**src/rtl/serial_add_pkg.sv**
```systemverilog
// ---------------------------------------------------------------------------
// serial_add_pkg
//   Shared definitions for the nibble-serial adder:
//     - state_e      : controller states (IDLE, ADD, DONE)
//     - NIB_W        : width of one arithmetic slice (4 bits)
//     - idx_width()  : width of the slice index, $clog2(nib) but never below 1
// ---------------------------------------------------------------------------
package serial_add_pkg;

    typedef enum logic [1:0] {
        IDLE = 2'd0,
        ADD  = 2'd1,
        DONE = 2'd2
    } state_e;

    localparam int NIB_W = 4;

    // A single-slice build still needs a 1-bit index register.
    function automatic int idx_width(input int nib);
        return (nib <= 1) ? 1 : $clog2(nib);
    endfunction

endpackage

```
**src/rtl/nibble_add_c.sv**
```systemverilog
// ---------------------------------------------------------------------------
// nibble_add_c
//   Combinational 4-bit adder slice with carry-in.
//   Ports:
//     a[3:0], b[3:0] : slice operands
//     cin            : carry into bit 0 of the slice
//     s[3:0]         : slice sum
//     cout           : carry out of bit 3 of the slice
// ---------------------------------------------------------------------------
module nibble_add_c
    import serial_add_pkg::*;
(
    input  logic [NIB_W-1:0] a,
    input  logic [NIB_W-1:0] b,
    input  logic             cin,
    output logic [NIB_W-1:0] s,
    output logic             cout
);

    logic [NIB_W:0] total;

    assign total     = {1'b0, a} + {1'b0, b} + {{NIB_W{1'b0}}, cin};
    assign {cout, s} = total;

endmodule

```
**src/rtl/serial_nibble_adder.sv**
```systemverilog
// ---------------------------------------------------------------------------
// serial_nibble_adder
//   Nibble-serial adder: one 4-bit slice per clock, carry registered between
//   slices. Latency from acceptance to out_valid is NIB = WIDTH/4 cycles;
//   one transaction per NIB+2 cycles at best.
//
//   Parameters:
//     WIDTH      : operand/result width, multiple of 4, >= 4
//   Ports:
//     clk        : clock, rising edge
//     rst_n      : synchronous active-low reset
//     in_valid   : operand pair present
//     in_ready   : block can accept operands (IDLE only)
//     in_a,in_b  : operands, registered on acceptance
//     in_sub     : subtract select (only when SERIAL_ADD_SUB_EN is defined)
//     out_valid  : result valid, held until out_ready
//     out_ready  : consumer takes result
//     out_sum    : result, modulo 2^WIDTH
//     out_cout   : carry out of the MSB (no-borrow when subtracting)
//     busy       : high whenever the controller is not IDLE
//
//   Optional feature macro: SERIAL_ADD_SUB_EN (adds in_sub and A-B mode).
//
//   Handshake: a transfer happens on a rising edge where valid && ready are
//   both high. in_ready and out_valid are registered; once out_valid rises,
//   it and out_sum/out_cout hold until the out_ready handshake completes.
//   in_valid outside IDLE is ignored, nothing is queued.
// ---------------------------------------------------------------------------
module serial_nibble_adder
    import serial_add_pkg::*;
#(
    parameter int WIDTH = 16
) (
    input  logic             clk,
    input  logic             rst_n,
    input  logic             in_valid,
    output logic             in_ready,
    input  logic [WIDTH-1:0] in_a,
    input  logic [WIDTH-1:0] in_b,
`ifdef SERIAL_ADD_SUB_EN
    input  logic             in_sub,
`endif
    output logic             out_valid,
    input  logic             out_ready,
    output logic [WIDTH-1:0] out_sum,
    output logic             out_cout,
    output logic             busy
);

    localparam int NIB   = WIDTH / NIB_W;
    localparam int IDX_W = idx_width(NIB);
    localparam logic [IDX_W-1:0] LAST_IDX = IDX_W'(NIB - 1);

    state_e             state_q;
    logic [WIDTH-1:0]   a_q;
    logic [WIDTH-1:0]   b_q;
    logic [WIDTH-1:0]   sum_q;
    logic [IDX_W-1:0]   idx_q;
    logic               carry_q;
    logic               cout_q;
    logic               in_ready_q;
    logic               out_valid_q;
    logic               busy_q;
`ifdef SERIAL_ADD_SUB_EN
    logic               sub_q;
`endif

    // Slice datapath: the single adder is steered by idx_q.
    logic [NIB_W-1:0]   a_slice_d;
    logic [NIB_W-1:0]   b_slice_d;
    logic [NIB_W-1:0]   s_slice_d;
    logic               c_slice_d;
    logic [IDX_W-1:0]   idx_d;

    assign a_slice_d = a_q[idx_q*NIB_W +: NIB_W];
`ifdef SERIAL_ADD_SUB_EN
    // Two's-complement subtract: invert B slice-by-slice, seed carry with 1.
    assign b_slice_d = sub_q ? ~b_q[idx_q*NIB_W +: NIB_W] : b_q[idx_q*NIB_W +: NIB_W];
`else
    assign b_slice_d = b_q[idx_q*NIB_W +: NIB_W];
`endif
    assign idx_d = idx_q + 1'b1;

    nibble_add_c u_nibble_add (
        .a    (a_slice_d),
        .b    (b_slice_d),
        .cin  (carry_q),
        .s    (s_slice_d),
        .cout (c_slice_d)
    );

    always_ff @(posedge clk) begin
        if (!rst_n) begin
            state_q     <= IDLE;
            a_q         <= '0;
            b_q         <= '0;
            sum_q       <= '0;
            idx_q       <= '0;
            carry_q     <= 1'b0;
            cout_q      <= 1'b0;
            in_ready_q  <= 1'b1;
            out_valid_q <= 1'b0;
            busy_q      <= 1'b0;
`ifdef SERIAL_ADD_SUB_EN
            sub_q       <= 1'b0;
`endif
        end else begin
            case (state_q)
                IDLE: begin
                    if (in_valid) begin
                        a_q        <= in_a;
                        b_q        <= in_b;
                        sum_q      <= '0;
                        idx_q      <= '0;
                        cout_q     <= 1'b0;
`ifdef SERIAL_ADD_SUB_EN
                        sub_q      <= in_sub;
                        carry_q    <= in_sub;
`else
                        carry_q    <= 1'b0;
`endif
                        in_ready_q <= 1'b0;
                        busy_q     <= 1'b1;
                        state_q    <= ADD;
                    end
                end
                ADD: begin
                    sum_q[idx_q*NIB_W +: NIB_W] <= s_slice_d;
                    carry_q <= c_slice_d;
                    idx_q   <= idx_d;
                    if (idx_q == LAST_IDX) begin
                        cout_q      <= c_slice_d;
                        out_valid_q <= 1'b1;
                        state_q     <= DONE;
                    end
                end
                DONE: begin
                    if (out_ready) begin
                        out_valid_q <= 1'b0;
                        in_ready_q  <= 1'b1;
                        busy_q      <= 1'b0;
                        state_q     <= IDLE;
                    end
                end
                default: begin
                    out_valid_q <= 1'b0;
                    in_ready_q  <= 1'b1;
                    busy_q      <= 1'b0;
                    state_q     <= IDLE;
                end
            endcase
        end
    end

    assign in_ready  = in_ready_q;
    assign out_valid = out_valid_q;
    assign out_sum   = sum_q;
    assign out_cout  = cout_q;
    assign busy      = busy_q;

endmodule
```
**config.mk**
```make
export PLATFORM = sky130hd
export DESIGN_NAME = serial_nibble_adder
export DESIGN_NICKNAME = d
export VERILOG_FILES = /design/src/rtl/serial_add_pkg.sv /design/src/rtl/nibble_add_c.sv /design/src/rtl/serial_nibble_adder.sv
export SDC_FILE = /design/constraint.sdc
export NUM_CORES = 1
export LEC_CHECK = 0
export CORE_MARGIN = 8
export CORE_UTILIZATION = 40
export CTS_BUF_LIST = sky130_fd_sc_hd__clkbuf_8 sky130_fd_sc_hd__clkbuf_16
export CTS_CLUSTER_SIZE = 14
export DETAILED_ROUTE_END_ITERATION = 16
export PLACE_DENSITY = 0.75
export RECOVER_POWER = 25
export SLEW_MARGIN = 20
export SYNTH_ARGS = -nofsm -noshare
export SYNTH_HDL_FRONTEND = slang
export SYNTH_SLANG_ARGS = --single-unit
export TNS_END_PERCENT = 5
```
**constraint.sdc**
```tcl
create_clock -name clk -period 3.9 [get_ports clk]
set_input_delay 1.17 -clock clk [delete_from_list [all_inputs] [get_ports clk]]
set_output_delay 1.17 -clock clk [all_outputs]
set_load 0.01 [all_outputs]
```
* Word level (Yosys, flattened, before mapping)
Index checks and enable logic that the tools add are counted.
** Word-level totals
- Output and inout bits :: 20
- Bits in writable memories :: 0
- Bits in registers :: 57
- Latch bits :: 0
- Memory bits (read-only) :: 0
- Input port bits :: 36
- Memories :: 0
** Cells by class
- Equal/unequal tests :: 6
- $lt $le $gt $ge :: 0
- Bitwise logic cells :: 2
- Multiplexer cells :: 20
- $mul :: 0
- Div/mod/pow operators :: 0
- Reductions and logical operators :: 8
- Shifts and indexed selects :: 4
- $add $sub $neg :: 4
** Operator list (count)
- negator 4 -> 34 bit :: 1
- variable shift 4 x 34 -> 16 bit, first input constant :: 1
- variable part select 4 x 34 -> 16 bit :: 1
- one-hot mux 16 bit (2 select lines) :: 1
- variable part select 16 x 5 -> 4 bit :: 2
- bitwise mux 16 bit :: 1
- 2-to-1 mux 16 bit :: 1
- AND reduction 3 bit :: 4
- one-hot mux 1 bit (3 select lines) :: 3
- 2-to-1 mux 2 bit :: 4
- 2-to-1 mux 1 bit :: 6
- inequality test 2 bit, second input constant :: 3
- one-hot mux 2 bit (3 select lines) :: 1
- adder 4 x 4 -> 5 bit :: 1
- adder 5 x 1 -> 5 bit :: 1
- == test 2 bit, second input constant :: 2
- one-hot mux 1 bit (2 select lines) :: 2
- one-hot mux 2 bit (2 select lines) :: 1
- AND reduction 2 bit :: 2
- adder 2 x 1 -> 2 bit, second input constant :: 1
- == test 2 x 1 -> 1 bit, second input constant :: 1
- logical NOT 2 bit :: 1
- inverter 1 bit :: 2
- nonzero test 2 bit :: 1

* Longest topological paths before layout
Gate-level depths: netlist of the first run.
- Depth in word-level cells :: 6
- Mapped depth :: 8
- Depth with buffers taken out :: 7

* Modules after synthesis
From an unflattened synthesis of the first run, not the netlist that was laid out.
** Second synthesis, totals
- Cells, all modules :: 268
- Area total of the unflattened synthesis :: 2491.1 um^2
** Modules (own cells, without submodules)
- serial_nibble_adder :: cells each 252, instances 1, area an instance 2347.3 um^2
- nibble_add_c :: cells each 16, instances 1, area an instance 143.9 um^2

* Worst setup path before layout of the first run
OpenSTA, ideal clock, no wires.
- Kind :: register to register
- Start :: register idx_q[0]
- End :: register carry_q
- Setup time :: 131 ps
- Period minus slack after synthesis :: 2682 ps
- Stages on the path, launching flop included :: 9
- Slack :: 1218 ps
- Data arrival time :: 2551 ps
- Cell sequence :: dfxtp_1 > buf_2 > mux4_2 > fa_1 > fa_1 > a21oi_1 > nor2b_1 > o21ai_0 > a21boi_0
** Between the ends
- Cells in the longest elaborated chain, start to end :: 4
- Elaborated cells on any way between the ends :: 5
- Classes of those cells :: add/sub (2); shift (2); mux (1)
** RTL lines
- start, declared :: RTL line serial_nibble_adder.sv:58 : logic [IDX_W-1:0] idx_q;
- start signal, assigned :: RTL line serial_nibble_adder.sv:130 : idx_q <= idx_d;
- variable part select 16 x 5 -> 4 bit (on tied branches) :: RTL line serial_nibble_adder.sv:75, serial_nibble_adder.sv:80
- adder 4 x 4 -> 5 bit (*) :: RTL line nibble_add_c.sv:22 : assign total = {1'b0, a} + {1'b0, b} + {{NIB_W{1'b0}}, cin};
- adder 5 x 1 -> 5 bit (*) :: RTL line nibble_add_c.sv:22
- one-hot mux 1 bit (2 select lines) (*) :: RTL line serial_nibble_adder.sv:108 : case (state_q)
- end signal, assigned :: RTL line serial_nibble_adder.sv:129 : carry_q <= c_slice_d;
- end, declared :: RTL line serial_nibble_adder.sv:59 : logic carry_q;
Every way passes the cells marked *; elsewhere a longest branch is shown, timed or not.
A chain may end at the register's enable or synchronous reset.

* Worst setup path after layout of the first run
- Start :: register idx_q[0]
- End :: register sum_q[10], in the netlist out_sum[10]
** Between the ends
- Cells in the longest elaborated chain, start to end :: 6
- Elaborated cells on any way between the ends :: 9
- Classes of those cells :: add/sub (3); shift (4); mux (2)
** RTL lines
- variable part select 16 x 5 -> 4 bit (on tied branches) :: RTL line serial_nibble_adder.sv:75, serial_nibble_adder.sv:80
- adder 4 x 4 -> 5 bit :: RTL line nibble_add_c.sv:22
- adder 5 x 1 -> 5 bit :: RTL line nibble_add_c.sv:22
- variable part select 4 x 34 -> 16 bit :: RTL line serial_nibble_adder.sv:128 : sum_q[idx_q*NIB_W +: NIB_W] <= s_slice_d;
- bitwise mux 16 bit (*) :: RTL line serial_nibble_adder.sv:128
- one-hot mux 16 bit (2 select lines) (*) :: RTL line serial_nibble_adder.sv:108
- end signal, assigned by index :: RTL line serial_nibble_adder.sv:128
- end, declared :: RTL line serial_nibble_adder.sv:57 : logic [WIDTH-1:0] sum_q;
Marks and branches as above.

==> impl_metrics.json, run 1 <==
{
  "min_period_ns": 2.89,
  "cts_buffer_depth": 2,
  "yosysTopAreaCell": "dfxtp_1",
  "gp_congestion": 0.785,
  "cts_tree": "done",
  "end_kind": "flip-flop",
  "hold_path.class": "reg2reg",
  "drv_cap": 0,
  "r2r_end": "out_sum[10]",
  "cts_buffers": 9,
  "fp.dieW_um": 96.3,
  "hold_slack_ns": 0.453,
  "grt_pass1_wl_um": 9920,
  "rr_startpoint": "idx_q[0]",
  "met1_usage": 0.157,
  "tns_ns": 0,
  "ctsResizeCount": 0,
  "synth_edf_count": 0,
  "synth_seq_cells": 57,
  "root_buffer": "clkbuf_8",
  "syn-instance-count": 282,
  "clock.fmax_mhz": 346,
  "synthTopCellsByArea": "dfxtp_1, nand2_1, mux4_2",
  "drtPass1Iterations": 4,
  "leakagePower_nw": 1.29,
  "yosysMostFrequentCell": "nand2_1",
  "cp-start-kind": "flip-flop",
  "rsz0062_at_grt": "no",
  "r2r_setup_slack_ns": 1.01,
  "cp.required_ns": 4.17,
  "path_clk_slew_ns": 0.06,
  "grt_start_max_net_pins": 43,
  "die_h_um": 96.3,
  "h-tree-depth": 3,
  "synthFlopType": "dfxtp_1",
  "antenna_found_initial": 0,
  "cts-hold-fix-buffers": 0,
  "drt_wl_total_um": 5920,
  "fin_nets": 380,
  "use_met3": 0.0655,
  "gr-usage-met2": 0.224,
  "syn_avg_cell_area_um2": 9.14,
  "synth_nets": 327,
  "ioPinCount": 56,
  "first_global_vias": 2120,
  "async_reset_ff_frac": 0,
  "status": "complete, no violations",
  "crit_end": "out_sum[10]",
  "drc": 0,
  "synth_common_cells": "nand2_1, dfxtp_1, a21oi_1, nor2b_1, a22oi_1",
  "crit_type": "reg2reg",
  "clkSinkCount": 57,
  "post_drt_wl_per_cell_um": 14.2,
  "hold_violations": 0,
  "max-slew-margin-rel": 0.586,
  "syn2layout_area_growth_pct": 30.3,
  "die_area_mm2": 0.00927,
  "num_rows": 29,
  "drive_above_1_share": 0.0885,
  "worst-endpoint-arrival_ns": 3.16,
  "coreArea_mm2": 0.00628,
  "critical_path.max_fanout": 10,
  "grt_usage": 0.140,
  "clk_latency_ns": 0.34,
  "seq_area_frac_synth": 0.443,
  "ir_drop_mv": 0.399,
  "synth_cell_type_count": 37,
  "port-buffer-count": 55,
  "drt_iter0_drc": 102,
  "totalPowerFinal_mw": 1.40,
  "synth_top_area_frac": 0.443,
  "busiest_layer": "met2",
  "grt_overflow_total": 0,
  "fin_crit_sh": 0.742,
  "antenna_left": 0,
  "vias": 2106,
  "netlist_area_mm2": 0.00258,
  "finalClockSkew_ns": 0.00778,
  "initial_utilization": 0.411,
  "reg2reg_depth": 6,
  "post_cts_buffers": 0,
  "yosys_warnings": 0,
  "vias_per_cell": 5.06,
  "dp_hpwl_um": 4410,
  "holdPathStages": 2,
  "final_max_slew_viol_count": 0,
  "worstMarginPinSlew_ns": 0.620,
  "powerDensity_mw_per_mm2": 416,
  "setup_violations": 0,
  "preCtsSetupSlack_ns": 0.882,
  "startpoint": "idx_q[0]",
  "n_antenna_cell": 0,
  "fin_ws_ns": 1.01,
  "utilization": 0.535
}
-- critical path, cell delays in order, from the launching register on --
cell and delay (ns):
dfxtp_1 0.65, mux4_2 0.62, fa_1 0.46, fa_1 0.41, xor2_1 0.39, a22oi_1 0.16, nor2b_1 0.13
-- state kept, by name, indices dropped and copies added (netlist names), 2 cells and up --
register  cells
a_q          16
state_q       2
b_q          16
out_sum      16
idx_q         2
-- logic make-up after synthesis --
logic type | count (synthesis) | synth area share
AO/OA/AOI/OAI | 69 | 0.169
buffers and inverters | 23 | 0.0515
adder cells (fa/ha/maj) | 9 | 0.0495
multiplexers | 8 | 0.0699
flip-flops | 57 | 0.443
AND/OR/NAND/NOR | 115 | 0.214
XOR/XNOR | 1 | 0.00340
-- how the worst min path moves through the flow --
stage                  from  endpoint  slack [ns]
floorplan           a_q[10]   a_q[10]        0.43
global placement    a_q[14]   a_q[14]        0.44
detailed placement   b_q[2]    b_q[2]        0.45
CTS                  b_q[2]    b_q[2]        0.46
global route        a_q[14]   a_q[14]        0.47
finish               b_q[2]    b_q[2]        0.45
-- metrics by stage --
step / cells / instance area [µm²]
floorplan: 282 / 2580
global placement: 401 / 3150
detailed placement: 401 / 3150
CTS: 416 / 3360
global route: 416 / 3360
finish: 416 / 3360
-- power by group --
part | internal, mW | switching (mW) | leakage (nW)
combinational | 0.0914 | 0.0882 | 0.705
clock | 0.368 | 0.221 | 0.115
sequential | 0.608 | 0.0186 | 0.465
total | 1.07 | 0.328 | 1.29
-- placed cells by master (no fill, tap or decap), types with 2 or more instances in the layout --
master | synthesis | final
o21bai_1 | 2 | 2
a22oi_1 | 13 | 13
o21ai_0 | 6 | 6
nand3_1 | 5 | 5
bufinv_16 | 0 | 2
a21boi_0 | 3 | 3
inv_1 | 5 | 7
and3b_1 | 2 | 2
dlygate4sd3_1 | 0 | 10
nor2_1 | 4 | 4
clkdlybuf4s50_1 | 0 | 45
buf_4 | 1 | 5
o21ai_1 | 2 | 2
dfxtp_1 | 57 | 57
ha_1 | 7 | 7
fa_1 | 2 | 2
a21oi_1 | 25 | 25
and2_1 | 2 | 2
nand2_1 | 75 | 75
mux4_2 | 8 | 8
clkbuf_8 | 0 | 10
a21boi_1 | 11 | 11
nor2b_1 | 17 | 17
a21o_1 | 4 | 4
-- per-layer routing --
layer	routed length (µm)	vias up
li1	-	1066
met5	0	-
met1	2560	976
met4	95	0
met2	2820	54
met3	432	10
-- final cells by class --
cell class	count	area, µm²
fill	571	2920
multi-input combinational	202	1300
sequential	57	1140
timing repair buffer	60	588
clock buffer	10	138
tap	77	96.3
clock inverter	5	72.6
inverter	5	18.8
Power figures use the tool's default switching activity.
==> inputs of run 2 (changes only) <==
Settings changed: PLACE_DENSITY 0.75 to 0.78.
Clock period 3.9 ns to 2.4 ns, I/O delays scaled along.
==> run 2 against run 1 <==
Critical path depth is the same. Sequential power is 63% higher. Non-clock buffer count increased by 7. Routed wire length rose by 5.6%. First-iteration DRC count up 2.0%. Die area stayed put. Via count up 1.7%. Cell area is 2.8% higher. Highest routed layer unchanged.
==> impl_metrics.json, run 2 (synthesis results as in run 1) <==
{
  "cts_buffer_depth": 2,
  "cts_buffers": 9,
  "holdPathStages": 2,
  "syn2layout_area_growth_pct": 33.9,
  "final_max_slew_viol_count": 0,
  "preCtsSetupSlack_ns": -0.0343,
  "port-buffer-count": 55,
  "drv_cap": 0,
  "die_h_um": 96.3,
  "finalClockSkew_ns": 0.00912,
  "min_period_ns": 2.28,
  "p_switching_uw": 565,
  "rsz0062_at_grt": "no",
  "drtPass1Iterations": 4,
  "rr_startpoint": "idx_q[0]",
  "cp.required_ns": 2.62,
  "tns_ns": 0,
  "num_rows": 29,
  "clkSinkCount": 57,
  "path_clk_slew_ns": 0.06,
  "switching_share": 0.243,
  "fin_area_mm2": 0.00345,
  "gr-usage-met2": 0.242,
  "clk_latency_ns": 0.34,
  "leakagePower_nw": 1.28,
  "drt_wl_total_um": 6250,
  "post_drt_wl_per_cell_um": 14.7,
  "worst-endpoint-arrival_ns": 2.51,
  "cts_tree": "done",
  "end_kind": "flip-flop",
  "gp_congestion": 0.778,
  "hold_violations": 0,
  "critical_path.max_fanout": 4,
  "fin_ws_ns": 0.116,
  "drive_above_1_share": 0.127,
  "setup_violations": 0,
  "power_frac_seq": 0.438,
  "max-slew-margin-rel": 0.382,
  "vias": 2142,
  "use_met3": 0.0601,
  "fill_cells": 577,
  "hold_slack_ns": 0.453,
  "layout_commonest_cell": "nand2_1",
  "vias_per_cell": 5.05,
  "multiInputGateArea_mm2": 0.00134,
  "clock.fmax_mhz": 438,
  "antenna_found_initial": 0,
  "cp-start-kind": "flip-flop",
  "startpoint": "idx_q[0]",
  "die_area_mm2": 0.00927,
  "antenna_left": 0,
  "fin_nets": 387,
  "coreArea_mm2": 0.00628,
  "cts-hold-fix-buffers": 0,
  "n_antenna_cell": 0,
  "powerDensity_mw_per_mm2": 673,
  "grt_pass1_wl_um": 10400,
  "fp.dieW_um": 96.3,
  "reg2reg_depth": 6,
  "mostFrequentLayoutCells": "nand2_1, dfxtp_1, clkdlybuf4s50_1",
  "comb_power_share": 0.137,
  "status": "complete, no violations",
  "hold_path.class": "reg2reg",
  "clkPwrFrac": 0.426,
  "root_buffer": "clkbuf_8",
  "ioPinCount": 56,
  "grt_usage": 0.147,
  "h-tree-depth": 3,
  "grt_start_max_net_pins": 34,
  "seq_area_mm2": 0.00114,
  "grt_overflow_total": 0,
  "hold_start": "b_q[9]",
  "first_global_vias": 2198,
  "worstMarginPinSlew_ns": 0.927,
  "initial_utilization": 0.411,
  "p_int_mw": 1.76,
  "dp_hpwl_um": 4590,
  "ir_drop_mv": 0.464,
  "drc": 0,
  "totalPowerFinal_mw": 2.32,
  "busiest_layer": "met2",
  "met1_usage": 0.166,
  "drt_iter0_drc": 104,
  "fin_crit_sh": 0.952,
  "crit_type": "reg2reg",
  "dpl-instance-area_mm2": 0.00320
}
==> run 2: cell count changes in the layout (fill, tap and decap cells not counted), moves of 3 or more <==
cell             before  now
a21boi_0              3    8
a21boi_1             11    6
buf_4                 5    8
clkdlybuf4s50_1      45   53
dlygate4sd3_1        10    2
==> run 2: worst max-delay path: stages (launching register included) <==
cell and delay [ns]:
dfxtp_4 0.38, mux4_2 0.52, fa_2 0.40, fa_2 0.39, xor2_2 0.22, a22oi_1 0.20
nor2b_1 0.07
==> run 2: layout make-up <==
type | count | area share
multi-input cells | 202 | 0.387
flip-flops and latches | 57 | 0.332
repair buffers | 67 | 0.184
clock buffers | 10 | 0.0399
well taps | 77 | 0.0279
clock inverters | 6 | 0.0239
inverters | 5 | 0.00544
==> run 2: power by group through the flow <==
stage | sequential (mW) | combinational [mW] | clock, mW
2_1_floorplan | 1.03 | 0.195 | 0
3_3_place_gp | 1.04 | 0.301 | 0
3_5_place_dp | 1.04 | 0.309 | 0
4_1_cts | 1.02 | 0.312 | 1.01
5_1_grt | 1.02 | 0.347 | 1.06
6_report | 1.02 | 0.317 | 0.988
==> run 2: worst paths after layout <==
| check | slack [ns] | to |
|---|---|---|
| setup / recovery | 0.12 | out_sum[2] |
| hold / removal | 0.45 | b_q[9] |
| setup reg to reg | 0.12 | out_sum[2] |
| hold reg to reg | 0.45 | b_q[9] |
==> run 2: stage by stage <==
| stage | cells | util |
|---|---|---|
| 6_report | 424 | 0.550 |
| 5_1_grt | 424 | 0.550 |
| 2_1_floorplan | 282 | - |
| 3_5_place_dp | 407 | 0.509 |
| 3_3_place_gp | 407 | 0.509 |
| 4_1_cts | 423 | 0.546 |
==> run 2: what timing repair did <==
| action | CTS | global route |
|---|---|---|
| endpoints found under the hold margin | 0 | 0 |
| setup buffers | 0 | 1 |
| gates resized for setup | 1 | 7 |
| setup endpoints to repair | 4 | 10 |
==> run 2: layer usage <==
metal  vias to the layer above  wire length (µm)
li1                       1088                 -
met1                       989              2720
met2                        55              3030
met3                        10               398
met4                         0               102
met5                         -                 0
==> inputs of run 3 (changes only) <==
Settings changed: CTS_BUF_LIST sky130_fd_sc_hd__clkbuf_8 sky130_fd_sc_hd__clkbuf_16 to not set.
==> run 3 against run 2 <==
First-iteration DRC count decreased by 1.9%. Via count is essentially flat. Clock skew fell by 0.0024 ns. Die area did not move. Critical endpoint unchanged. Fmax rose by 0.23%. Count of clock-buffer cells in the layout up 1. Critical path depth is the same. Flip-flop and latch count is the same. Combinational power about the same. Global-route usage stayed put. Cell area unchanged. Routed wire length about the same. Largest cell class unchanged.
==> impl_metrics.json, run 3 (synthesis results as in run 1) <==
{
  "rsz0062_at_grt": "no",
  "final_cells": 424,
  "cp_top_family": "adder cells",
  "finalClockSkew_ns": 0.00673,
  "cts_tree": "done",
  "clock.fmax_mhz": 439,
  "cts_buffer_depth": 2,
  "final_max_slew_viol_count": 0,
  "rr_startpoint": "idx_q[0]",
  "root_buffer": "clkbuf_8",
  "fp.dieW_um": 96.3,
  "crit_path_frequent_cell": "fa_2",
  "crit_buf_inv": 0,
  "gp_congestion": 0.778,
  "cts_buffers": 9,
  "grt_start_max_net_pins": 34,
  "worst-endpoint-arrival_ns": 2.55,
  "die_h_um": 96.3,
  "post_drt_wl_per_cell_um": 14.7,
  "min_period_ns": 2.28,
  "setup_violations": 0,
  "grt_pass1_wl_um": 10400,
  "fin_ws_ns": 0.121,
  "hold_start": "b_q[9]",
  "powerDensity_mw_per_mm2": 674,
  "end_kind": "flip-flop",
  "r2r_end": "out_sum[2]",
  "layout_commonest_cell": "nand2_1",
  "drive_above_1_share": 0.127,
  "antenna_left": 0,
  "die_area_mm2": 0.00927,
  "worstMarginPinSlew_ns": 0.915,
  "fin_nets": 387,
  "drt_iter0_drc": 102,
  "syn2layout_area_growth_pct": 33.9,
  "num_rows": 29,
  "clkSinkCount": 57,
  "port-buffer-count": 55,
  "vias": 2141,
  "drtPass1Iterations": 4,
  "hold_end": "b_q[9]",
  "fin_area_mm2": 0.00345,
  "n_antenna_cell": 0,
  "totalPowerFinal_mw": 2.33,
  "hold_violations": 0,
  "mostFrequentLayoutCells": "nand2_1, dfxtp_1, clkdlybuf4s50_1",
  "vias_per_cell": 5.05,
  "r2r_setup_slack_ns": 0.12,
  "leakagePower_nw": 1.27,
  "first_global_vias": 2198,
  "holdPathStages": 2,
  "path_clk_slew_ns": 0.06,
  "fin_crit_sh": 0.950,
  "drv_cap": 0,
  "critical_path.max_fanout": 4,
  "hold_slack_ns": 0.453,
  "reg2reg_depth": 6,
  "critPathSlowestCell": "mux4_2",
  "cp.required_ns": 2.67,
  "clk_latency_ns": 0.34,
  "cp-start-kind": "flip-flop",
  "drc": 0,
  "dp_hpwl_um": 4590,
  "h-tree-depth": 3,
  "status": "complete, no violations",
  "grt_usage": 0.147,
  "grt_overflow_total": 0,
  "placed_cells": 407,
  "drt_wl_total_um": 6250,
  "max-slew-margin-rel": 0.390,
  "hold_path.class": "reg2reg",
  "initial_utilization": 0.411,
  "ir_drop_mv": 0.464,
  "dpl-instance-area_mm2": 0.00320,
  "crit_type": "reg2reg",
  "crit_chain": "mux4_2, fa_2, fa_2, xor2_2, a22oi_1, nor2b_1",
  "antenna_found_initial": 0,
  "ioPinCount": 56,
  "slowest_delay_ns": 0.52,
  "coreArea_mm2": 0.00628,
  "preCtsSetupSlack_ns": -0.0343
}
-- run 3: power breakdown --
part / internal [mW] / switching (mW)
combinational: 0.163 / 0.155
clock: 0.611 / 0.381
sequential: 0.988 / 0.0285
-- run 3: worst max-delay path by stage --
| stage | start | depth (start not counted) | to |
|---|---|---|---|
| after detailed placement | idx_q[0] | 6 | out_sum[2] |
| after global placement | idx_q[0] | 6 | out_sum[10] |
| after CTS | idx_q[0] | 7 | carry_q |
| final | idx_q[0] | 6 | out_sum[2] |
| after floorplan | idx_q[0] | 7 | out_sum[10] |
| after global routing | idx_q[0] | 7 | carry_q |
-- run 3: through the flow --
stage | utilization | setup TNS, ns
6_report | 0.550 | 0
5_1_grt | 0.550 | 0
4_1_cts | 0.546 | 0
3_5_place_dp | 0.509 | -0.0743
3_3_place_gp | 0.509 | 0
2_1_floorplan | - | -0.0534
-- run 3: routing by layer --
layer | share of wire | up-vias | GRT usage
met2 | 0.49 | 55 | 0.242
met3 | 0.064 | 10 | 0.0601
li1 | - | 1086 | -
met5 | 0 | - | 0
met1 | 0.43 | 990 | 0.166
met4 | 0.016 | 0 | 0.0589
-- run 3: worst register-to-register path, delay by kind of cell, from the launching register on --
family	cells	cell delay (ns)
fa+ha+maj	2	0.79
mux	1	0.52
xor+xnor	1	0.26
compound gates	1	0.14
simple gates	1	0.13
flops	1	0.38
-- run 3: layout make-up --
cell class	instances	area, µm²
fillers	577	2830
multi-input cells	202	1340
flip-flops and latches	57	1140
repair buffers	67	634
clock buffers	11	141
well taps	77	96.3
clock inverters	5	78.8
inverters	5	18.8
-- run 3: repair_timing --
| action | 4_1_cts | 5_1_grt |
|---|---|---|
| setup buffers | 0 | 1 |
| pin swaps | 0 | 0 |
| setup endpoints to repair | 4 | 10 |
| hold buffers | 0 | 0 |
| hold endpoints to repair | 0 | 0 |
| gates resized for setup | 1 | 7 |
